## config.mk

```make
export PLATFORM = sky130hd
export DESIGN_NAME = systolic_job_sequencer
export DESIGN_NICKNAME = d
export VERILOG_FILES = /design/src/rtl/systolic_seq_pkg.sv /design/src/rtl/seq_result_fifo.sv /design/src/rtl/systolic_job_sequencer.sv
export SDC_FILE = /design/constraint.sdc
export NUM_CORES = 2
export LEC_CHECK = 0
export CAP_MARGIN = 20
export CELL_PAD_IN_SITES_DETAIL_PLACEMENT = 0
export CELL_PAD_IN_SITES_GLOBAL_PLACEMENT = 1
export CORE_MARGIN = 2
export CORE_UTILIZATION = 35
export CTS_CLUSTER_SIZE = 8
export DETAILED_ROUTE_END_ITERATION = 10
export PLACE_DENSITY_LB_ADDON = 0.3
export RECOVER_POWER = 100
export SLEW_MARGIN = 20
export SYNTH_ARGS = -nofsm -noshare
export SYNTH_HDL_FRONTEND = slang
export SYNTH_SLANG_ARGS = --single-unit
```

## constraint.sdc

```tcl
create_clock -name clk_i -period 3.63 [get_ports clk_i]
set_input_delay 0.363 -clock clk_i [delete_from_list [all_inputs] [get_ports clk_i]]
set_output_delay 0.363 -clock clk_i [all_outputs]
set_load 0.005 [all_outputs]
```

## src/rtl/systolic_seq_pkg.sv

```systemverilog
// Shared state encoding, default geometry and result-entry layout for the systolic job sequencer.
package systolic_seq_pkg;

    typedef logic [2:0] state_t;

    localparam state_t S_IDLE    = 3'd0;
    localparam state_t S_PTR_RST = 3'd1;
    localparam state_t S_LOAD_N  = 3'd2;
    localparam state_t S_LOAD_W  = 3'd3;
    localparam state_t S_START   = 3'd4;
    localparam state_t S_COMPUTE = 3'd5;
    localparam state_t S_DRAIN   = 3'd6;
    localparam state_t S_DONE    = 3'd7;

    localparam int SEQ_N          = 8;
    localparam int SEQ_DATA_WIDTH = 32;
    localparam int SEQ_ID_WIDTH   = 4;

    localparam int WORDS_PER_QUEUE = SEQ_N * SEQ_N;
    localparam int CNT_WIDTH       = $clog2(WORDS_PER_QUEUE + 1);

    typedef struct packed {
        logic [SEQ_ID_WIDTH-1:0]   id;
        logic                      last;
        logic [SEQ_DATA_WIDTH-1:0] data;
    } result_entry_t;

endpackage

```

## src/rtl/seq_result_fifo.sv

```systemverilog
// First-word-fall-through FIFO: a word pushed in cycle T is at the head in T+1.
// Push while full is accepted only when a pop happens in the same cycle.
module seq_result_fifo #(
    parameter int WIDTH = 37,
    parameter int DEPTH = 64
) (
    input  logic             clk,
    input  logic             rst,
    input  logic             push,
    input  logic [WIDTH-1:0] push_data,
    input  logic             pop,
    output logic [WIDTH-1:0] pop_data,
    output logic             full,
    output logic             empty
);
    localparam int AW = $clog2(DEPTH);

    logic [WIDTH-1:0] mem [DEPTH];
    logic [AW:0]      wr_ptr;
    logic [AW:0]      rd_ptr;
    logic             do_push;
    logic             do_pop;

    // Extra pointer bit distinguishes full from empty when the indices match.
    assign empty    = (wr_ptr == rd_ptr);
    assign full     = (wr_ptr[AW] != rd_ptr[AW]) && (wr_ptr[AW-1:0] == rd_ptr[AW-1:0]);
    assign do_pop   = pop && !empty;
    assign do_push  = push && (!full || do_pop);
    assign pop_data = mem[rd_ptr[AW-1:0]];

    always_ff @(posedge clk) begin
        if (rst) begin
            wr_ptr <= '0;
            rd_ptr <= '0;
        end else begin
            if (do_push) wr_ptr <= wr_ptr + 1'b1;
            if (do_pop)  rd_ptr <= rd_ptr + 1'b1;
        end
    end

    always_ff @(posedge clk) begin
        if (do_push) mem[wr_ptr[AW-1:0]] <= push_data;
    end

endmodule

```

## src/rtl/systolic_job_sequencer.sv

```systemverilog
// Runs one matmul job: pointer reset, N*N north then N*N west loads, start, drain capture into a FWFT FIFO.
// Job accept to PTR_RST is one cycle; results are backpressured by res_ready_i, drain words are never stalled.
module systolic_job_sequencer
    import systolic_seq_pkg::*;
#(
    parameter int N              = SEQ_N,
    parameter int DATA_WIDTH     = SEQ_DATA_WIDTH,
    parameter int ID_WIDTH       = SEQ_ID_WIDTH,
    parameter int RESULT_COUNT   = N * N,
    parameter int FIFO_DEPTH     = 64,
    parameter int TIMEOUT_CYCLES = 4096
) (
    input  logic                  clk_i,
    input  logic                  rst_i,
    input  logic                  job_valid_i,
    output logic                  job_ready_o,
    input  logic [ID_WIDTH-1:0]   job_id_i,
    input  logic                  op_valid_i,
    output logic                  op_ready_o,
    input  logic [DATA_WIDTH-1:0] op_data_i,
    output logic                  north_write_enable_o,
    output logic [DATA_WIDTH-1:0] north_write_data_o,
    output logic                  north_write_reset_o,
    output logic                  west_write_enable_o,
    output logic [DATA_WIDTH-1:0] west_write_data_o,
    output logic                  west_write_reset_o,
    output logic                  start_matrix_mult_o,
    input  logic                  matrix_mult_complete_i,
    input  logic                  drain_valid_i,
    input  logic [DATA_WIDTH-1:0] drain_data_i,
    output logic                  res_valid_o,
    input  logic                  res_ready_i,
    output logic [DATA_WIDTH-1:0] res_data_o,
    output logic                  res_last_o,
    output logic [ID_WIDTH-1:0]   res_id_o,
    output logic                  busy_o,
    output logic                  timeout_o,
    output logic                  overflow_o,
    output logic [15:0]           jobs_done_o
);
    localparam int WORDS = N * N;
    localparam int CW    = $clog2(WORDS + 1);
    localparam int DCW   = $clog2(RESULT_COUNT + 1);
    localparam int WW    = $clog2(TIMEOUT_CYCLES + 1);
    localparam int EW    = ID_WIDTH + 1 + DATA_WIDTH;

    state_t              state;
    logic [CW-1:0]       word_cnt;
    logic [DCW-1:0]      drain_cnt;
    logic [DCW-1:0]      drain_cnt_nxt;
    logic [WW-1:0]       wd_cnt;
    logic [ID_WIDTH-1:0] job_id;

    logic          op_hs;
    logic          in_window;
    logic          push_req;
    logic          wd_expire;
    logic          fifo_push;
    logic          fifo_pop;
    logic          fifo_full;
    logic          fifo_empty;
    logic [EW-1:0] push_entry;
    logic [EW-1:0] head_entry;

    assign job_ready_o          = (state == S_IDLE);
    assign busy_o               = (state != S_IDLE);
    assign north_write_reset_o  = (state == S_PTR_RST);
    assign west_write_reset_o   = (state == S_PTR_RST);
    assign start_matrix_mult_o  = (state == S_START);
    assign op_ready_o           = (state == S_LOAD_N) || (state == S_LOAD_W);
    assign op_hs                = op_valid_i && op_ready_o;
    assign north_write_enable_o = op_valid_i && (state == S_LOAD_N);
    assign west_write_enable_o  = op_valid_i && (state == S_LOAD_W);
    assign north_write_data_o   = north_write_enable_o ? op_data_i : '0;
    assign west_write_data_o    = west_write_enable_o ? op_data_i : '0;

    // Drain words past RESULT_COUNT are ignored; dropped (overflowed) words still count.
    assign in_window     = (state == S_COMPUTE) || (state == S_DRAIN);
    assign push_req      = in_window && drain_valid_i && (drain_cnt != DCW'(RESULT_COUNT));
    assign drain_cnt_nxt = drain_cnt + DCW'(push_req);
    assign wd_expire     = in_window && (wd_cnt == WW'(TIMEOUT_CYCLES - 1));
    assign push_entry    = {job_id, (drain_cnt == DCW'(RESULT_COUNT - 1)), drain_data_i};

    assign res_valid_o = !fifo_empty;
    assign fifo_pop    = res_valid_o && res_ready_i;
    assign fifo_push   = push_req && (!fifo_full || fifo_pop);
    assign {res_id_o, res_last_o, res_data_o} = head_entry;

    seq_result_fifo #(
        .WIDTH (EW),
        .DEPTH (FIFO_DEPTH)
    ) u_result_fifo (
        .clk       (clk_i),
        .rst       (rst_i),
        .push      (fifo_push),
        .push_data (push_entry),
        .pop       (fifo_pop),
        .pop_data  (head_entry),
        .full      (fifo_full),
        .empty     (fifo_empty)
    );

    always_ff @(posedge clk_i) begin
        if (rst_i) begin
            state       <= S_IDLE;
            word_cnt    <= '0;
            drain_cnt   <= '0;
            wd_cnt      <= '0;
            job_id      <= '0;
            timeout_o   <= 1'b0;
            overflow_o  <= 1'b0;
            jobs_done_o <= '0;
        end else begin
            if (push_req) drain_cnt <= drain_cnt_nxt;
            if (push_req && fifo_full && !fifo_pop) overflow_o <= 1'b1;
            if (in_window) wd_cnt <= wd_cnt + WW'(1);

            case (state)
                S_IDLE: begin
                    if (job_valid_i) begin
                        job_id    <= job_id_i;
                        timeout_o <= 1'b0;
                        state     <= S_PTR_RST;
                    end
                end
                S_PTR_RST: begin
                    word_cnt <= '0;
                    state    <= S_LOAD_N;
                end
                S_LOAD_N, S_LOAD_W: begin
                    if (op_hs) begin
                        if (word_cnt == CW'(WORDS - 1)) begin
                            word_cnt <= '0;
                            state    <= (state == S_LOAD_N) ? S_LOAD_W : S_START;
                        end else begin
                            word_cnt <= word_cnt + CW'(1);
                        end
                    end
                end
                S_START: begin
                    wd_cnt    <= '0;
                    drain_cnt <= '0;
                    state     <= S_COMPUTE;
                end
                S_COMPUTE: begin
                    if (wd_expire) begin
                        timeout_o <= 1'b1;
                        state     <= S_DONE;
                    end else if (matrix_mult_complete_i) begin
                        state <= S_DRAIN;
                    end
                end
                S_DRAIN: begin
                    // A full result set wins over a watchdog expiry in the same cycle.
                    if (drain_cnt_nxt == DCW'(RESULT_COUNT)) begin
                        state <= S_DONE;
                    end else if (wd_expire) begin
                        timeout_o <= 1'b1;
                        state     <= S_DONE;
                    end
                end
                S_DONE: begin
                    jobs_done_o <= jobs_done_o + 16'd1;
                    state       <= S_IDLE;
                end
                default: state <= S_IDLE;
            endcase
        end
    end

endmodule
```

**Word level (Yosys, flattened, before mapping)**

Memories as Yosys holds them, arrays and structs flattened. A register that Yosys moved wholly into a read port is not among the register bits.
Index checks and enable logic that the tools add are counted.

- Logic and storage cells: 90
- RAM bits: 2,368
- Memories: 1
- Output and inout port bits: 128
- Bits in registers: 66
- Bits of input ports: 75

- Equality and inequality tests: 21
- Add/subtract/negate cells: 6
- Multiplexer cells: 22
- Reduce and logical (&&, ||, !) cells: 30

Memory list:

| memory | depth | width | rd ports | clocked after memory_dff | wr ports | RTL line | RTL |
|---|---|---|---|---|---|---|---|
| u_result_fifo.mem | 64 | 37 | 1 | 1 | 1 | seq_result_fifo.sv:18 | `logic [WIDTH-1:0] mem [DEPTH];` |

Operators with widths:

| kind | count |
|---|---|
| 2-to-1 mux 32 bit | 2 |
| 2-to-1 mux 3 bit | 8 |
| adder 7 x 1 -> 7 bit, second input constant | 3 |
| case mux 3 bit (7 select lines) | 1 |
| adder 16 x 1 -> 16 bit, second input constant | 1 |
| == test 7 x 6 -> 1 bit, second input constant | 2 |
| 2-to-1 mux 7 bit | 2 |
| case mux 7 bit (2 select lines) | 1 |
| adder 13 x 1 -> 13 bit, second input constant | 1 |
| == test 13 x 12 -> 1 bit, second input constant | 1 |
| logical AND 1 bit | 13 |
| == test 3 bit, second input constant | 4 |
| 2-to-1 mux 6 bit | 2 |
| inequality test 2 bit, second input constant | 4 |
| adder 7 x 1 -> 7 bit | 1 |
| == test 7 bit | 1 |
| == test 7 bit, second input constant | 1 |
| inequality test 7 bit, second input constant | 1 |
| == test 3 x 2 -> 1 bit, second input constant | 2 |
| == test 6 bit | 1 |
| nonzero test 3 bit | 2 |
| 2-to-1 mux 1 bit | 5 |
| AND reduction 5 bit | 1 |
| logical OR 1 bit | 4 |
| 11 further kinds | 15 |

**Depth between registers and ports, before layout**

- Word-level depth: 8
- Mapped depth: 11
- Mapped depth without buffers: 10

**By module**

From an unflattened synthesis, not the netlist that was laid out.

- Cell total of the unflattened synthesis: 4,324
- Area, all modules: 94,390.5 um^2

By module, submodules not included:

| module | area each (um^2) | cells an instance | times used | seq. area each (um^2) |
|---|---|---|---|---|
| seq_result_fifo | 91,292.6 | 3,932 | 1 | 71,508.6 |
| systolic_job_sequencer | 3,098.0 | 392 | 1 | 1,041.0 |

**Worst setup path before layout**

OpenSTA, ideal clock, no wires.

- Path type: register -> register
- Start point: register state[0]
- End point: memory u_result_fifo.mem[61][0], enable pin
- Data arrival time: 3,367 ps
- Required time: 3,199 ps
- Stages on the path, launching flop included: 8
- Buffers on the path: 1
- Setup slack: -168 ps
- Library setup time: 431 ps
- Clock period less this slack: 3,798 ps
- Cell sequence: dfxtp_1 xor2_1 nand3_2 a21oi_4 nand2_1 or4b_1 clkbuf_1 nor2_1

- Word-level cells in the longest chain between the ends: 8
- Elaborated cells between the ends (all ways): 9
- Classes of those cells: eq/ne (2); mux (2); reduce/logical (5)

RTL lines:

| what | RTL line | RTL |
|---|---|---|
| from (decl) | systolic_job_sequencer.sv:47 | `state_t state;` |
| from (signal assigned) | systolic_job_sequencer.sv:134 | `state <= (state == S_LOAD_N) ? S_LOAD_W : S_START;` |
| == test 3 bit | systolic_job_sequencer.sv:78 | `assign in_window = (state == S_COMPUTE) \|\| (state == S_DRAIN);` |
| logical OR 1 bit * | systolic_job_sequencer.sv:78 |  |
| logical AND 1 bit * (2 in a row) | systolic_job_sequencer.sv:79 | `assign push_req = in_window && drain_valid_i && (drain_cnt != DCW'(RESULT_COUNT));` |
| logical AND 1 bit * | systolic_job_sequencer.sv:86 | `assign fifo_push = push_req && (!fifo_full \|\| fifo_pop);` |
| logical AND 1 bit * | seq_result_fifo.sv:28 | `assign do_push = push && (!full \|\| do_pop);` |
| 2-to-1 mux 1 bit * | seq_result_fifo.sv:42 | `if (do_push) mem[wr_ptr[AW-1:0]] <= push_data;` |
| 2-to-1 mux 1 bit (not written as such) * | seq_result_fifo.sv:42 |  |
| to (decl) | seq_result_fifo.sv:18 |  |

Every way passes the cells marked *; elsewhere a longest branch is shown, timed or not.

==> metrics.cfg <==
[drt]
drt_first_pass_iters=5
ant_nets=0
num_vias=47500
wl_per_cell_um=33.0
avgViaCountPerCell=5.64
first_iter_violations=6251
wirelength_mm=278
drcViolationCount=0

[clock_tree]
clockBufferDepth=4
cts_made_buffers=357
cts_root_buffer=clkbuf_16
htreeDepth=5
clock_latency_ns=0.97
clk_pin_slew_worst_paths_ns=0.05
clock_sinks=2440
tritoncts=done

[die]
ios=203
start_util_pct=35.2
die-area_sq_mm=0.271
die_h_um=521
die_x_um=521
core-area_sq_mm=0.266
row_count=189

[min_path]
hold_class=input pin to flip-flop
hold_depth=5
hp-start=op_valid_i
hold_end=state[2]$_SDFFE_PP0P_

[timing]
setup_viol=170
fin_ws_ns=-0.200
rsz0062_at_grt=true
relSlewSlack_pct=-89.4
slew_viol_final=2250
hold_viol=0
tightest_slew_ns=2.84
fin_tns_setup_ns=-8.41
period_needed_ns=3.83
timing.final.crit_share_pct=106
fmax_ghz=0.261
finClkSkew_ns=0.109

[logic_synthesis]
synthCells=4053
synth-seq-cells=2440
ys_warn_count=0
synth_area_sq_mm=0.0935
synth_nets=4135
avgSynthCellArea_sq_um=23.1
yosysSeqAreaShare_pct=77.6
ys.flop_type=edfxtp_1
ys_types=49
async_flop_share_pct=0
synth-edff-count=2368

[setup_path]
rrSetupSlack_ns=-0.10
worstPathRequired_ns=3.27
cp_cell_sequence=buf_12 -> buf_12 -> buf_12 -> buf_6 -> mux4_2 -> mux4_2 -> a22oi_2 -> buf_6 -> nand2_8 -> buf_6
critical_path.slowest_cell=mux4_2
crit_fanout=7
setup.worst_path.end_class=primary output
slowest_delay_ns=0.52
reg2reg_depth=8
cp.arrival_ns=3.47
critical_path_class=flip-flop to primary output
reg2reg_from=state[0]$_SDFFE_PP0P_
rr_endpoint=u_result_fifo.mem[23][13]$_DFFE_PP_
startpoint_type=flip-flop

[pwr]
p_leak_uw=0.0355
powerDensity_mw_per_mm2=522
peakVddDrop_mv=0.509

[global_routing]
grt-ovfl-total=0
grt_max_degree=66
grt_first_pass_wirelength_mm=386
grt.total_usage_pct=20.3
grt_pass1_vias=48500
grt_antenna_before_repair=27

[cells_and_area]
layout-drive-gt1-share_pct=35.7
nNetsFinal=4924
finish.cell_count_without_fillers=8426
postLayoutCoreUtil_pct=43.7
mostFrequentLayoutCells=2368 x edfxtp_1, 703 x mux4_2, 365 x clkbuf_16
design_area_sq_mm=0.116
area_growth_pct=23.9
layout_commonest_cell=edfxtp_1

[place]
pre_cts_slack_ns=-0.00470
dp_cells=7827
globalplace.congestion=0.774
dp_hpwl_mm=151
placed_cell_area_sq_mm=0.103
numPortBuffers=202

[status]
status=complete, but fails checks
violations=max-capacitance violations, max-slew violations, negative setup slack

[flow_run]
maxCapViolCount=34

-- power by group --
part / internal, uW / leakage [uW] / switching (uW)
Sequential: 31000 / 0.0221 / 64.7
Combinational: 184 / 0.00889 / 487
Clock: 17600 / 0.00457 / 11200
Total: 48800 / 0.0355 / 11700
-- routing by layer --
layer | wire, um | share of wire [%] | global-route usage, %
met1 | 115000 | 42 | 28.2
met2 | 135000 | 49 | 33.1
met3 | 20300 | 7.3 | 3.62
met4 | 7240 | 2.6 | 5.39
met5 | 34 | 0.012 | 0
-- state kept, by name, summed over array words and instances (netlist names), named ones only --
signal and count:
u_result_fifo.mem 2368, jobs_done_o 16, wd_cnt 13, drain_cnt 7
u_result_fifo.rd_ptr 7, u_result_fifo.wr_ptr 7, word_cnt 7, job_id 4
state 3, overflow_o 1, timeout_o 1
-- timing repair --
item | in CTS | in global routing
cloned | 38 | 3
buffers inserted | 125 | 26
gates resized for setup | 431 | 98
hold buffers | 6 | 15
hold endpoints to repair | 29 | 307
endpoints found under the setup margin | 37 | 38
pin swaps | 78 | 56
-- cells in the mapped netlist, types with 4 or more instances --
cell type / number / area, sq um
or4_1: 4 / 30.0
o21ai_0: 16 / 80.1
buf_2: 78 / 390
or2_2: 4 / 25.0
and4_1: 4 / 35.0
and3_1: 8 / 50.1
nand2b_1: 10 / 62.6
inv_1: 4 / 15.0
buf_4: 9 / 67.6
a21oi_1: 49 / 245
nor2_1: 159 / 597
mux4_2: 703 / 15800
or3_1: 11 / 68.8
xnor2_1: 22 / 193
nand2_1: 51 / 191
a22oi_1: 22 / 165
nor2b_1: 9 / 56.3
dfxtp_1: 72 / 1440
and2_1: 71 / 444
nor3_1: 11 / 55.1
nand4_1: 12 / 75.1
buf_6: 4 / 45.0
xor2_1: 26 / 228
o221ai_1: 25 / 219
nand3_1: 16 / 80.1
a31oi_1: 6 / 37.5
mux2i_1: 51 / 510
ha_1: 7 / 87.6
edfxtp_1: 2368 / 71100
buf_1: 22 / 82.6
o22ai_1: 58 / 363
clkbuf_1: 112 / 420
-- cell type report --
cell class,instances,area [sq um]
Multi-Input combinational cell,1384,21400
Inverter,4,15.0
Timing Repair Buffer,655,8260
Tap cell,3533,4420
Antenna cell,3,7.51
Clock buffer,393,9180
Clock inverter,14,149
Fill cell,22200,150000
Sequential cell,2440,72600
-- per-stage QoR --
stage                     total power [uW]  hold slack (ns)
after floorplan                      31700            0.428
after global placement               32200            0.438
after detailed placement             32200            0.453
after CTS                            60900           0.0721
after global routing                 62200            0.266
final                                60500            0.238
-- cells by family after synthesis --
family	after synthesis	share of synthesized area, %
flip-flops	2440	77.6
multiplexers	754	17.5
AND/OR/NAND/NOR	384	2.01
buffers and inverters	229	1.09
AO/OA/AOI/OAI	191	1.33
XOR/XNOR	48	0.449
adder cells (fa/ha/maj)	7	0.0936
-- worst max-delay path, delay by kind of cell, from the launching register on --
family	cells	cell delay [ns]
flip-flops	1	0.39
AND/OR/NAND/NOR	1	0.07
multiplexers	2	1.01
buffers and inverters	6	0.85
AO/OA/AOI/OAI	1	0.22
-- worst max path at each step --
stage	end	depth (start not counted)	slack [ns]
after global routing	res_data_o[21]	10	-0.28
after detailed placement	res_data_o[6]	9	-0.005
final	res_data_o[25]	10	-0.20
after CTS	res_data_o[18]	11	-0.36
after floorplan	u_result_fifo.mem[61][0]$_DFFE_PP_	7	-0.17
after global placement	res_data_o[6]	10	-0.006
Note: power is estimated with default switching activity, not from simulation.
